[config.mk]
export PLATFORM = sky130hd
export DESIGN_NAME = nv_nvdla_pdp_wdma_pack_flat
export DESIGN_NICKNAME = d
export VERILOG_FILES = /design/src/rtl/nv_nvdla_pdp_wdma_pack_if.sv /design/src/rtl/nv_nvdla_pdp_wdma_pack.sv /design/src/flat_wrapper.sv
export SDC_FILE = /design/constraint.sdc
export NUM_CORES = 1
export LEC_CHECK = 0
export BUFFER_PORTS_ARGS = -buffer_cell sky130_fd_sc_hd__buf_4
export CORE_AREA = 2 2 133 135
export CTS_CLUSTER_DIAMETER = 120
export DETAILED_ROUTE_END_ITERATION = 10
export DIE_AREA = 0 0 135 137
export GPL_TIMING_DRIVEN = 0
export PLACE_DENSITY = 0.76
export SLEW_MARGIN = 30
export SYNTH_ARGS = -nofsm -noshare
export SYNTH_HDL_FRONTEND = slang
export SYNTH_SLANG_ARGS = --single-unit
[constraint.sdc]
create_clock -name nvdla_core_clk -period 4.8 [get_ports nvdla_core_clk]
set_input_delay 0.96 -clock nvdla_core_clk [delete_from_list [all_inputs] [get_ports nvdla_core_clk]]
set_output_delay 0.96 -clock nvdla_core_clk [all_outputs]
set_load 0.005 [all_outputs]
[src/rtl/nv_nvdla_pdp_wdma_pack_if.sv]
// Data-path bundle between the PDP core output stream, the packer and the write-DMA.
// The packer is the slave; the environment (core feed plus DMA sink) is the master.
interface nv_nvdla_pdp_wdma_pack_if #(
    parameter int unsigned DW         = 8,
    parameter int unsigned ATOM_ELEMS = 8
);
    logic [DW-1:0]            dp2wdma_pd;
    logic                     dp2wdma_valid;
    logic                     dp2wdma_ready;
    logic [DW*ATOM_ELEMS-1:0] atom_pd;
    logic [ATOM_ELEMS-1:0]    atom_mask;
    logic                     atom_line_end;
    logic                     atom_surf_end;
    logic                     atom_cube_end;
    logic                     atom_valid;
    logic                     atom_ready;
    logic                     pack_done;

    modport master (
        output dp2wdma_pd, dp2wdma_valid, atom_ready,
        input  dp2wdma_ready, atom_pd, atom_mask, atom_line_end, atom_surf_end,
        input  atom_cube_end, atom_valid, pack_done
    );

    modport slave (
        input  dp2wdma_pd, dp2wdma_valid, atom_ready,
        output dp2wdma_ready, atom_pd, atom_mask, atom_line_end, atom_surf_end,
        output atom_cube_end, atom_valid, pack_done
    );
endinterface

[src/rtl/nv_nvdla_pdp_wdma_pack.sv]
// Packs the single-element PDP output stream into ATOM_ELEMS-wide atoms for the write-DMA,
// zero-padding the partial last surface and tagging line/surface/cube ends.
module nv_nvdla_pdp_wdma_pack #(
    parameter int unsigned DW         = 8,
    parameter int unsigned ATOM_ELEMS = 8
) (
    input  logic                    nvdla_core_clk,
    input  logic                    nvdla_core_rstn,
    input  logic                    op_load,
    input  logic [12:0]             cfg_channel,
    input  logic [12:0]             cfg_width,
    input  logic [12:0]             cfg_height,
    nv_nvdla_pdp_wdma_pack_if.slave wdma
);
    localparam int unsigned AW = (ATOM_ELEMS > 1) ? $clog2(ATOM_ELEMS) : 1;
    localparam int unsigned BW = DW * ATOM_ELEMS;

    logic [AW-1:0]         elem_cnt;
    logic [12:0]           w_cnt;
    logic [12:0]           h_cnt;
    logic [9:0]            surf_cnt;
    logic [BW-1:0]         buf_pd;
    logic [BW-1:0]         buf_pd_nxt;
    logic [ATOM_ELEMS-1:0] buf_mask;
    logic [ATOM_ELEMS-1:0] buf_mask_nxt;

    logic [BW-1:0]         out_pd;
    logic [ATOM_ELEMS-1:0] out_mask;
    logic                  out_line_end;
    logic                  out_surf_end;
    logic                  out_cube_end;
    logic                  out_valid;
    logic                  done;

    logic          on_last_surf;
    logic [AW-1:0] elem_last;
    logic          pixel_last;
    logic          in_ready;
    logic          in_hs;
    logic          atom_load;
    logic          line_end;
    logic          surf_end;
    logic          cube_end;

    // The last surface carries only (cfg_channel mod ATOM_ELEMS)+1 real channels.
    assign on_last_surf = ({3'b0, surf_cnt} == (cfg_channel >> AW));
    assign elem_last    = on_last_surf ? cfg_channel[AW-1:0] : {AW{1'b1}};
    assign pixel_last   = (elem_cnt == elem_last);

    // Only the completing element needs the output register to be free (or draining).
    assign in_ready  = ~(pixel_last & out_valid & ~wdma.atom_ready);
    assign in_hs     = wdma.dp2wdma_valid & in_ready & ~op_load;
    assign atom_load = in_hs & pixel_last;

    assign line_end = (w_cnt == cfg_width);
    assign surf_end = line_end & (h_cnt == cfg_height);
    assign cube_end = surf_end & on_last_surf;

    always_comb begin
        buf_pd_nxt   = buf_pd;
        buf_mask_nxt = buf_mask;
        for (int k = 0; k < ATOM_ELEMS; k++) begin
            if (elem_cnt == AW'(k)) begin
                buf_pd_nxt[k*DW +: DW] = wdma.dp2wdma_pd;
                buf_mask_nxt[k]        = 1'b1;
            end
        end
    end

    always_ff @(posedge nvdla_core_clk or negedge nvdla_core_rstn) begin
        if (!nvdla_core_rstn) begin
            elem_cnt <= '0;
            w_cnt    <= '0;
            h_cnt    <= '0;
            surf_cnt <= '0;
            buf_pd   <= '0;
            buf_mask <= '0;
        end else if (op_load) begin
            elem_cnt <= '0;
            w_cnt    <= '0;
            h_cnt    <= '0;
            surf_cnt <= '0;
            buf_pd   <= '0;
            buf_mask <= '0;
        end else if (in_hs) begin
            if (pixel_last) begin
                elem_cnt <= '0;
                buf_pd   <= '0;
                buf_mask <= '0;
                if (cube_end) begin
                    w_cnt    <= '0;
                    h_cnt    <= '0;
                    surf_cnt <= '0;
                end else if (surf_end) begin
                    w_cnt    <= '0;
                    h_cnt    <= '0;
                    surf_cnt <= surf_cnt + 10'd1;
                end else if (line_end) begin
                    w_cnt <= '0;
                    h_cnt <= h_cnt + 13'd1;
                end else begin
                    w_cnt <= w_cnt + 13'd1;
                end
            end else begin
                elem_cnt <= elem_cnt + AW'(1);
                buf_pd   <= buf_pd_nxt;
                buf_mask <= buf_mask_nxt;
            end
        end
    end

    always_ff @(posedge nvdla_core_clk or negedge nvdla_core_rstn) begin
        if (!nvdla_core_rstn) begin
            out_pd       <= '0;
            out_mask     <= '0;
            out_line_end <= 1'b0;
            out_surf_end <= 1'b0;
            out_cube_end <= 1'b0;
            out_valid    <= 1'b0;
            done         <= 1'b0;
        end else begin
            if (atom_load) begin
                out_pd       <= buf_pd_nxt;
                out_mask     <= buf_mask_nxt;
                out_line_end <= line_end;
                out_surf_end <= surf_end;
                out_cube_end <= cube_end;
                out_valid    <= 1'b1;
            end else if (wdma.atom_ready) begin
                out_valid <= 1'b0;
            end
            done <= out_valid & wdma.atom_ready & out_cube_end;
        end
    end

    assign wdma.dp2wdma_ready = in_ready;
    assign wdma.atom_pd       = out_pd;
    assign wdma.atom_mask     = out_mask;
    assign wdma.atom_line_end = out_line_end;
    assign wdma.atom_surf_end = out_surf_end;
    assign wdma.atom_cube_end = out_cube_end;
    assign wdma.atom_valid    = out_valid;
    assign wdma.pack_done     = done;
endmodule

[src/flat_wrapper.sv]
// flat-port wrapper written by rule: the top's interface ports become plain ports
module nv_nvdla_pdp_wdma_pack_flat 
#(
    parameter int unsigned DW         = 8,
    parameter int unsigned ATOM_ELEMS = 8
)
  (nvdla_core_clk, nvdla_core_rstn, op_load, cfg_channel, cfg_width, cfg_height, wdma_dp2wdma_pd, wdma_dp2wdma_valid, wdma_atom_ready, wdma_dp2wdma_ready, wdma_atom_pd, wdma_atom_mask, wdma_atom_line_end, wdma_atom_surf_end, wdma_atom_cube_end, wdma_atom_valid, wdma_pack_done);
  nv_nvdla_pdp_wdma_pack_if #(.DW(DW), .ATOM_ELEMS(ATOM_ELEMS)) wdma_i ();
  input  logic nvdla_core_clk;
  input  logic nvdla_core_rstn;
  input  logic op_load;
  input  logic [12:0] cfg_channel;
  input  logic [12:0] cfg_width;
  input  logic [12:0] cfg_height;
  input wire logic [$bits(wdma_i.dp2wdma_pd)-1:0] wdma_dp2wdma_pd;
  input wire logic [$bits(wdma_i.dp2wdma_valid)-1:0] wdma_dp2wdma_valid;
  input wire logic [$bits(wdma_i.atom_ready)-1:0] wdma_atom_ready;
  output wire logic [$bits(wdma_i.dp2wdma_ready)-1:0] wdma_dp2wdma_ready;
  output wire logic [$bits(wdma_i.atom_pd)-1:0] wdma_atom_pd;
  output wire logic [$bits(wdma_i.atom_mask)-1:0] wdma_atom_mask;
  output wire logic [$bits(wdma_i.atom_line_end)-1:0] wdma_atom_line_end;
  output wire logic [$bits(wdma_i.atom_surf_end)-1:0] wdma_atom_surf_end;
  output wire logic [$bits(wdma_i.atom_cube_end)-1:0] wdma_atom_cube_end;
  output wire logic [$bits(wdma_i.atom_valid)-1:0] wdma_atom_valid;
  output wire logic [$bits(wdma_i.pack_done)-1:0] wdma_pack_done;
  assign wdma_i.dp2wdma_pd = wdma_dp2wdma_pd;
  assign wdma_i.dp2wdma_valid = wdma_dp2wdma_valid;
  assign wdma_i.atom_ready = wdma_atom_ready;
  assign wdma_dp2wdma_ready = wdma_i.dp2wdma_ready;
  assign wdma_atom_pd = wdma_i.atom_pd;
  assign wdma_atom_mask = wdma_i.atom_mask;
  assign wdma_atom_line_end = wdma_i.atom_line_end;
  assign wdma_atom_surf_end = wdma_i.atom_surf_end;
  assign wdma_atom_cube_end = wdma_i.atom_cube_end;
  assign wdma_atom_valid = wdma_i.atom_valid;
  assign wdma_pack_done = wdma_i.pack_done;
  nv_nvdla_pdp_wdma_pack #(.DW(DW), .ATOM_ELEMS(ATOM_ELEMS)) u_core (.nvdla_core_clk(nvdla_core_clk), .nvdla_core_rstn(nvdla_core_rstn), .op_load(op_load), .cfg_channel(cfg_channel), .cfg_width(cfg_width), .cfg_height(cfg_height), .wdma(wdma_i));
endmodule
After elaboration in Yosys (flattened, before gate mapping)
Index checks and enable logic that the tools add are counted.
{"block": "totals", "regBits": 188, "input_bits": 52, "output_inout_bits": 78, "wordCells": 94}
{"block": "classes", "n_addsub": 4, "n_eq_ne": 11, "n_mux": 45, "bitwise": 12, "n_reduce_logical": 9}
{"cell": "2-to-1 mux 64 bit", "count": 3}
{"cell": "2-to-1 mux 13 bit", "count": 12}
{"cell": "2-to-1 mux 8 bit", "count": 11}
{"cell": "2-to-1 mux 10 bit", "count": 5}
{"cell": "adder 13 x 1 -> 13 bit (second input constant)", "count": 2}
{"cell": "equality test 13 bit", "count": 2}
{"cell": "equality test 3 bit (second input constant)", "count": 4}
{"cell": "2-to-1 mux 3 bit", "count": 4}
{"cell": "adder 10 x 1 -> 10 bit (second input constant)", "count": 1}
{"cell": "equality test 10 bit", "count": 1}
{"cell": "2-to-1 mux 1 bit", "count": 10}
{"cell": "bitwise AND 1 bit", "count": 9}
{"cell": "equality test 3 x 2 -> 1 bit (second input constant)", "count": 2}
{"cell": "AND reduction 3 bit", "count": 2}
{"cell": "nonzero test 2 bit", "count": 3}
{"cell": "nonzero test 4 bit", "count": 1}
{"cell": "adder 3 x 1 -> 3 bit (second input constant)", "count": 1}
{"cell": "equality test 3 x 1 -> 1 bit (second input constant)", "count": 1}
{"cell": "equality test 3 bit", "count": 1}
{"cell": "zero test 3 bit", "count": 1}
{"cell": "inverter 1 bit", "count": 3}
{"cell": "nonzero test 3 bit", "count": 1}
{"cell": "AND reduction 2 bit", "count": 1}

Depth between registers and ports, before layout
{"block": "depth", "ltp_word": 10, "ltp_mapped": 11}

Worst setup path after synthesis
OpenSTA, ideal clock, no wires.
{"block": "synth_path", "path_kind": "input to output", "start": "in cfg_channel[3]", "end": "out wdma_dp2wdma_ready", "arrival_ps": 2216, "slack_ps": 1624, "path_stages": 5, "path_cell_list": "xnor2_2 nand4_4 nor3_4 a211oi_1 o21bai_1"}
{"block": "synth_via", "elab_chain_cells": 6}
{"item": "from (decl)", "line": "flat_wrapper.sv:12", "text": "input logic [12:0] cfg_channel;"}
{"item": "equality test 10 bit", "line": "nv_nvdla_pdp_wdma_pack.sv:46", "text": "assign on_last_surf = ({3'b0, surf_cnt} == (cfg_channel >> AW));"}
{"item": "2-to-1 mux 3 bit", "line": "nv_nvdla_pdp_wdma_pack.sv:47", "text": "assign elem_last = on_last_surf ? cfg_channel[AW-1:0] : {AW{1'b1}};"}
{"item": "equality test 3 bit", "line": "nv_nvdla_pdp_wdma_pack.sv:48", "text": "assign pixel_last = (elem_cnt == elem_last);"}
{"item": "bitwise AND 1 bit (2 in series)", "line": "nv_nvdla_pdp_wdma_pack.sv:51", "text": "assign in_ready = ~(pixel_last & out_valid & ~wdma.atom_ready);"}
{"item": "inverter 1 bit", "line": "nv_nvdla_pdp_wdma_pack.sv:51"}
{"item": "to (decl)", "line": "flat_wrapper.sv:18", "text": "output wire logic [$bits(wdma_i.dp2wdma_ready)-1:0] wdma_dp2wdma_ready;"}
Every way passes these cells.

Worst setup path in the final report
{"block": "layout_path", "start": "in cfg_channel[11]", "end": "out wdma_dp2wdma_ready"}
The elaborated chain is that of the path after synthesis.

==> impl_summary.txt <==
----------------------------------------------------
[Synth]
  Adder-cell share of the synthesized area ... 0.01222
  Post-synth top cells ... 188 x sky130_fd_sc_hd__dfrtp_1, 111 x sky130_fd_sc_hd__nand2_1, 104 x sky130_fd_sc_hd__o21ai_0
  Largest family of logic cells by synthesized area ... compound AO/OA/AOI/OAI gates
  Cell type with the largest total area after synthesis ... sky130_fd_sc_hd__dfrtp_1
  Share of synthesized registers carrying an async set or reset ... 1.000
  Mux cell area share after synthesis ... 0.07549
  Synthesis Warnings ... 0
  Flip-flop and latch count after synthesis ... 188
  Proportion of synthesized chip area in sequential cells ... 0.5105
  Compound-gate portion of the synthesized area ... 0.1826
  Instance count of the mapped netlist ... 882
  Most instantiated library cell after synthesis ... sky130_fd_sc_hd__dfrtp_1
  Count of different cell masters after synthesis ... 58
  Synth top area cells ... sky130_fd_sc_hd__dfrtp_1 51%, sky130_fd_sc_hd__mux2i_1 7.4%, sky130_fd_sc_hd__o21ai_0 5.6%
  Proportion of netlist area held by the largest area contributor ... 0.5105
  Net count after synthesis ... 943
  Predominant post-synthesis flop cell ... sky130_fd_sc_hd__dfrtp_1
  Xor and xnor area share after synthesis ... 0.04318
  Synthesized area per cell ... 10.45 sq um
  Number of flops mapped to enable cells by yosys ... 0
  Synth Cell Area ... 9215 sq um
  Simple-gate share of the synthesized area ... 0.1388

[Timing]
  Setup repair after global routing missed its margin ... false
  Final setup violation count ... 0
  Relative slew slack ... 0.4232
  Worst Tran Pin Value ... 857.3 ps
  Count of final max-slew check failures ... 0
  Count of final hold-check violations ... 0
  Clock period minus worst slack ... 3909 ps
  Total negative slack for setup checks ... 0 ps
  Achievable frequency ... 255.8 MHz
  Final period utilization ... 0.8145
  Layout Skew ... 9.766 ps

[Floorplan]
  Area of the die ... 18500 sq um
  Width of the die ... 135 microns
  Standard-cell row count ... 48
  Core area ... 17060 sq um
  Die height ... 137 microns
  Initial core utilization ... 0.5403
  Number of primary I/O pins ... 130

[Clock tree]
  Post-CTS Setup Inserts ... 0
  Maximum count of clock buffers along a single path ... 2
  Number of sinks on the clock net ... 188
  Post-CTS resize count ... 0
  Level count of the clock H-tree ... 4
  Clock buffers created by TritonCTS ... 17
  Number of hold-repair buffers added at the cts stage ... 0
  Clock-pin slew on the worst setup and hold paths ... 70 ps
  Clock tree from TritonCTS ... built
  Latest clock arrival within the worst-skew pair ... 440 ps
  Clock tree root driver cell ... sky130_fd_sc_hd__clkbuf_16

[Power and ir drop]
  Internal power of the cells ... 0.002469 W
  Power density over the cells ... 297.8 nW/um^2
  Clock power frac ... 0.428
  Highest ir drop seen on vdd ... 0.2659 mV
  Part of the total power dissipated in sequential elements ... 0.492
  Switching power ... 0.0008155 W
  Switching Share ... 0.2483
  Leak ... 4.956 nW
  Comb power frac ... 0.080

[Routing]
  Final routed DRC violation total ... 0
  Drt wl/cell ... 19.77 microns
  Antenna violation net count after detailed routing ... 0
  Routed Wire Length ... 24920 microns
  Total number of vias ... 7647
  DRC violation total after the first TritonRoute iteration ... 775
  DRT Pass-1 Iters ... 6
  Per-cell via count in the routed design ... 6.069

[Worst setup path]
  Length in cells of the worst reg-to-reg path ... 10
  Crit start category ... primary input
  Reg-to-reg startpoint ... u_core.surf_cnt[4]
  CP Data Required Time ... 3840 ps
  Setup slack, reg-to-reg ... 1710 ps
  Critical-path top delay cell ... sky130_fd_sc_hd__o21bai_1
  Endpoint of the lowest-slack register-to-register path ... u_core.wdma.atom_mask[2]
  Biggest fanout along the worst timing path ... 10
  Cell-by-cell trace of the critical path ... buf_4, xnor2_2, nand4_4, nor3_4, a211oi_1, o21bai_1, buf_4
  Capturing element type of the critical path ... output pin
  Most frequent cell on the critical path ... sky130_fd_sc_hd__buf_4
  Biggest cell delay along the critical path ... 670 ps
  Type of the worst setup path ... primary input to output pin
  Arrival time reported for the critical path endpoint ... 2950 ps
  Worst path top cell family by delay ... compound AO/OA/AOI/OAI gates
  Bufs and invs on worst path ... 2

[GRT]
  Via count of the first global-routing pass ... 7631
  First-pass GRT wire length ... 40410 microns
  Maximum number of pins on one net before global-route repair ... 79
  Initial antenna violation count ... 0
  All-Layer GR Usage ... 0.2814
  Final global-route overflow total ... 0

[Cells and area]
  Antenna cells ... 0
  Footprint of the multi-input gates ... 4168 sq um
  Layout area overhead ... 19.67%
  Ratio of cells with drive above 1 in the final layout ... 0.1797
  Final net count ... 1083
  Fin area ... 11030 sq um
  Sequential standard cell area ... 4705 sq um
  Number of filler cells placed in the layout ... 1384

[Placement]
  Post-DP HPWL ... 17370 microns
  Routability Congestion ... 0.8883
  Number of buffers inserted by port buffering ... 119
  Cell Area, Placed ... 10450 sq um

[Hold path]
  Path type of the worst min-delay path ... primary input to asynchronous set/reset pin

[Job]
  Total of max-cap violations ... 0

[Outcome]
  Status ... finished, final reports clean

----------------------------------------------------
## cell usage in the layout, fill, tap and decap left out, types with 8 or more instances in the layout
cell                        netlist  final
sky130_fd_sc_hd__dfrtp_1        188    188
sky130_fd_sc_hd__buf_4            0    118
sky130_fd_sc_hd__nand2_1        111    111
sky130_fd_sc_hd__o21ai_0        104    104
sky130_fd_sc_hd__mux2i_1         68     68
sky130_fd_sc_hd__clkbuf_1        46     48
sky130_fd_sc_hd__o2bb2ai_1       38     38
sky130_fd_sc_hd__nor2_1          37     37
sky130_fd_sc_hd__a32o_1          25     25
sky130_fd_sc_hd__xnor2_1         21     21
sky130_fd_sc_hd__a21oi_1         17     17
sky130_fd_sc_hd__and3_1          17     17
sky130_fd_sc_hd__clkbuf_16        0     17
sky130_fd_sc_hd__nand4_1         16     16
sky130_fd_sc_hd__nand3_1         15     15
sky130_fd_sc_hd__buf_1           14     14
sky130_fd_sc_hd__xor2_1          12     12
sky130_fd_sc_hd__nor2b_1         11     11
sky130_fd_sc_hd__and2_1          10     10
sky130_fd_sc_hd__a22o_1          10     10
sky130_fd_sc_hd__nor4_1          10     10
sky130_fd_sc_hd__a31oi_1         10     10
sky130_fd_sc_hd__ha_1             9      9
sky130_fd_sc_hd__o221ai_2         8      8
## per-layer routing
layer / track usage / vias to the layer above / share of wire
li1: - / 3491 / -
met1: 0.4038 / 3832 / 0.45
met2: 0.4444 / 290 / 0.47
met3: 0.04630 / 34 / 0.062
met4: 0.08275 / 0 / 0.019
met5: 0 / - / 0
## power groups by stage
stage	combinational [W]	sequential [W]	clock, W
2_1_floorplan	0.000140	0.00164	0
3_3_place_gp	0.000252	0.00164	0
3_5_place_dp	0.000263	0.00164	0
4_1_cts	0.000265	0.00161	0.00141
5_1_grt	0.000290	0.00162	0.00147
6_report	0.000264	0.00162	0.00141
## logic make-up after synthesis
| kind of cell | count (synthesis) |
|---|---|
| compound gates | 241 |
| xor+xnor | 39 |
| fa+ha+maj | 9 |
| buf+inv | 79 |
| flops | 188 |
| mux | 69 |
| simple gates | 257 |
## registers in the layout (all words and copies together), names as in the netlist
name,flops
u_core.buf_pd,64
u_core.wdma.pack_done,1
u_core.wdma.atom_pd,64
u_core.h_cnt,13
u_core.elem_cnt,3
u_core.wdma.atom_mask,8
u_core.wdma.atom_surf_end,1
u_core.wdma.atom_valid,1
u_core.w_cnt,13
u_core.buf_mask,8
u_core.wdma.atom_line_end,1
u_core.surf_cnt,10
u_core.wdma.atom_cube_end,1
## stage by stage
stage | hold slack [ps] | instances | setup WS (ps) | utilization | total power, W
2_1_floorplan | 455.4 | 882 | 1624 | - | 0.001782
3_3_place_gp | 467.1 | 1226 | 955.4 | 0.6092 | 0.001897
3_5_place_dp | 473.1 | 1228 | 938.6 | 0.6128 | 0.001908
4_1_cts | 414.5 | 1260 | 909.9 | 0.6466 | 0.003287
5_1_grt | 420.1 | 1260 | 768.7 | 0.6466 | 0.003381
6_report | 404.6 | 1260 | 890.5 | 0.6466 | 0.003285
## worst max path at each step
stage                    startpoint            endpoint  slack [ps]  cells after the start
floorplan            cfg_channel[3]  wdma_dp2wdma_ready        1620                      5
global placement     cfg_channel[3]  wdma_dp2wdma_ready         960                      7
detailed placement  cfg_channel[11]  wdma_dp2wdma_ready         940                      7
CTS                 cfg_channel[11]  wdma_dp2wdma_ready         910                      7
global route        cfg_channel[11]  wdma_dp2wdma_ready         770                      7
finish              cfg_channel[11]  wdma_dp2wdma_ready         890                      7
## area by class of cell
cell class                 count  share of cell area
sequential                   188              0.4266
clock buffer                  19             0.03926
clock inverter                13             0.01293
tap                          225             0.02553
buffer                        72             0.02870
multi-input combinational    615              0.3779
timing repair buffer         121             0.08668
inverter                       7            0.002383
(Power assumes the default switching activity.)
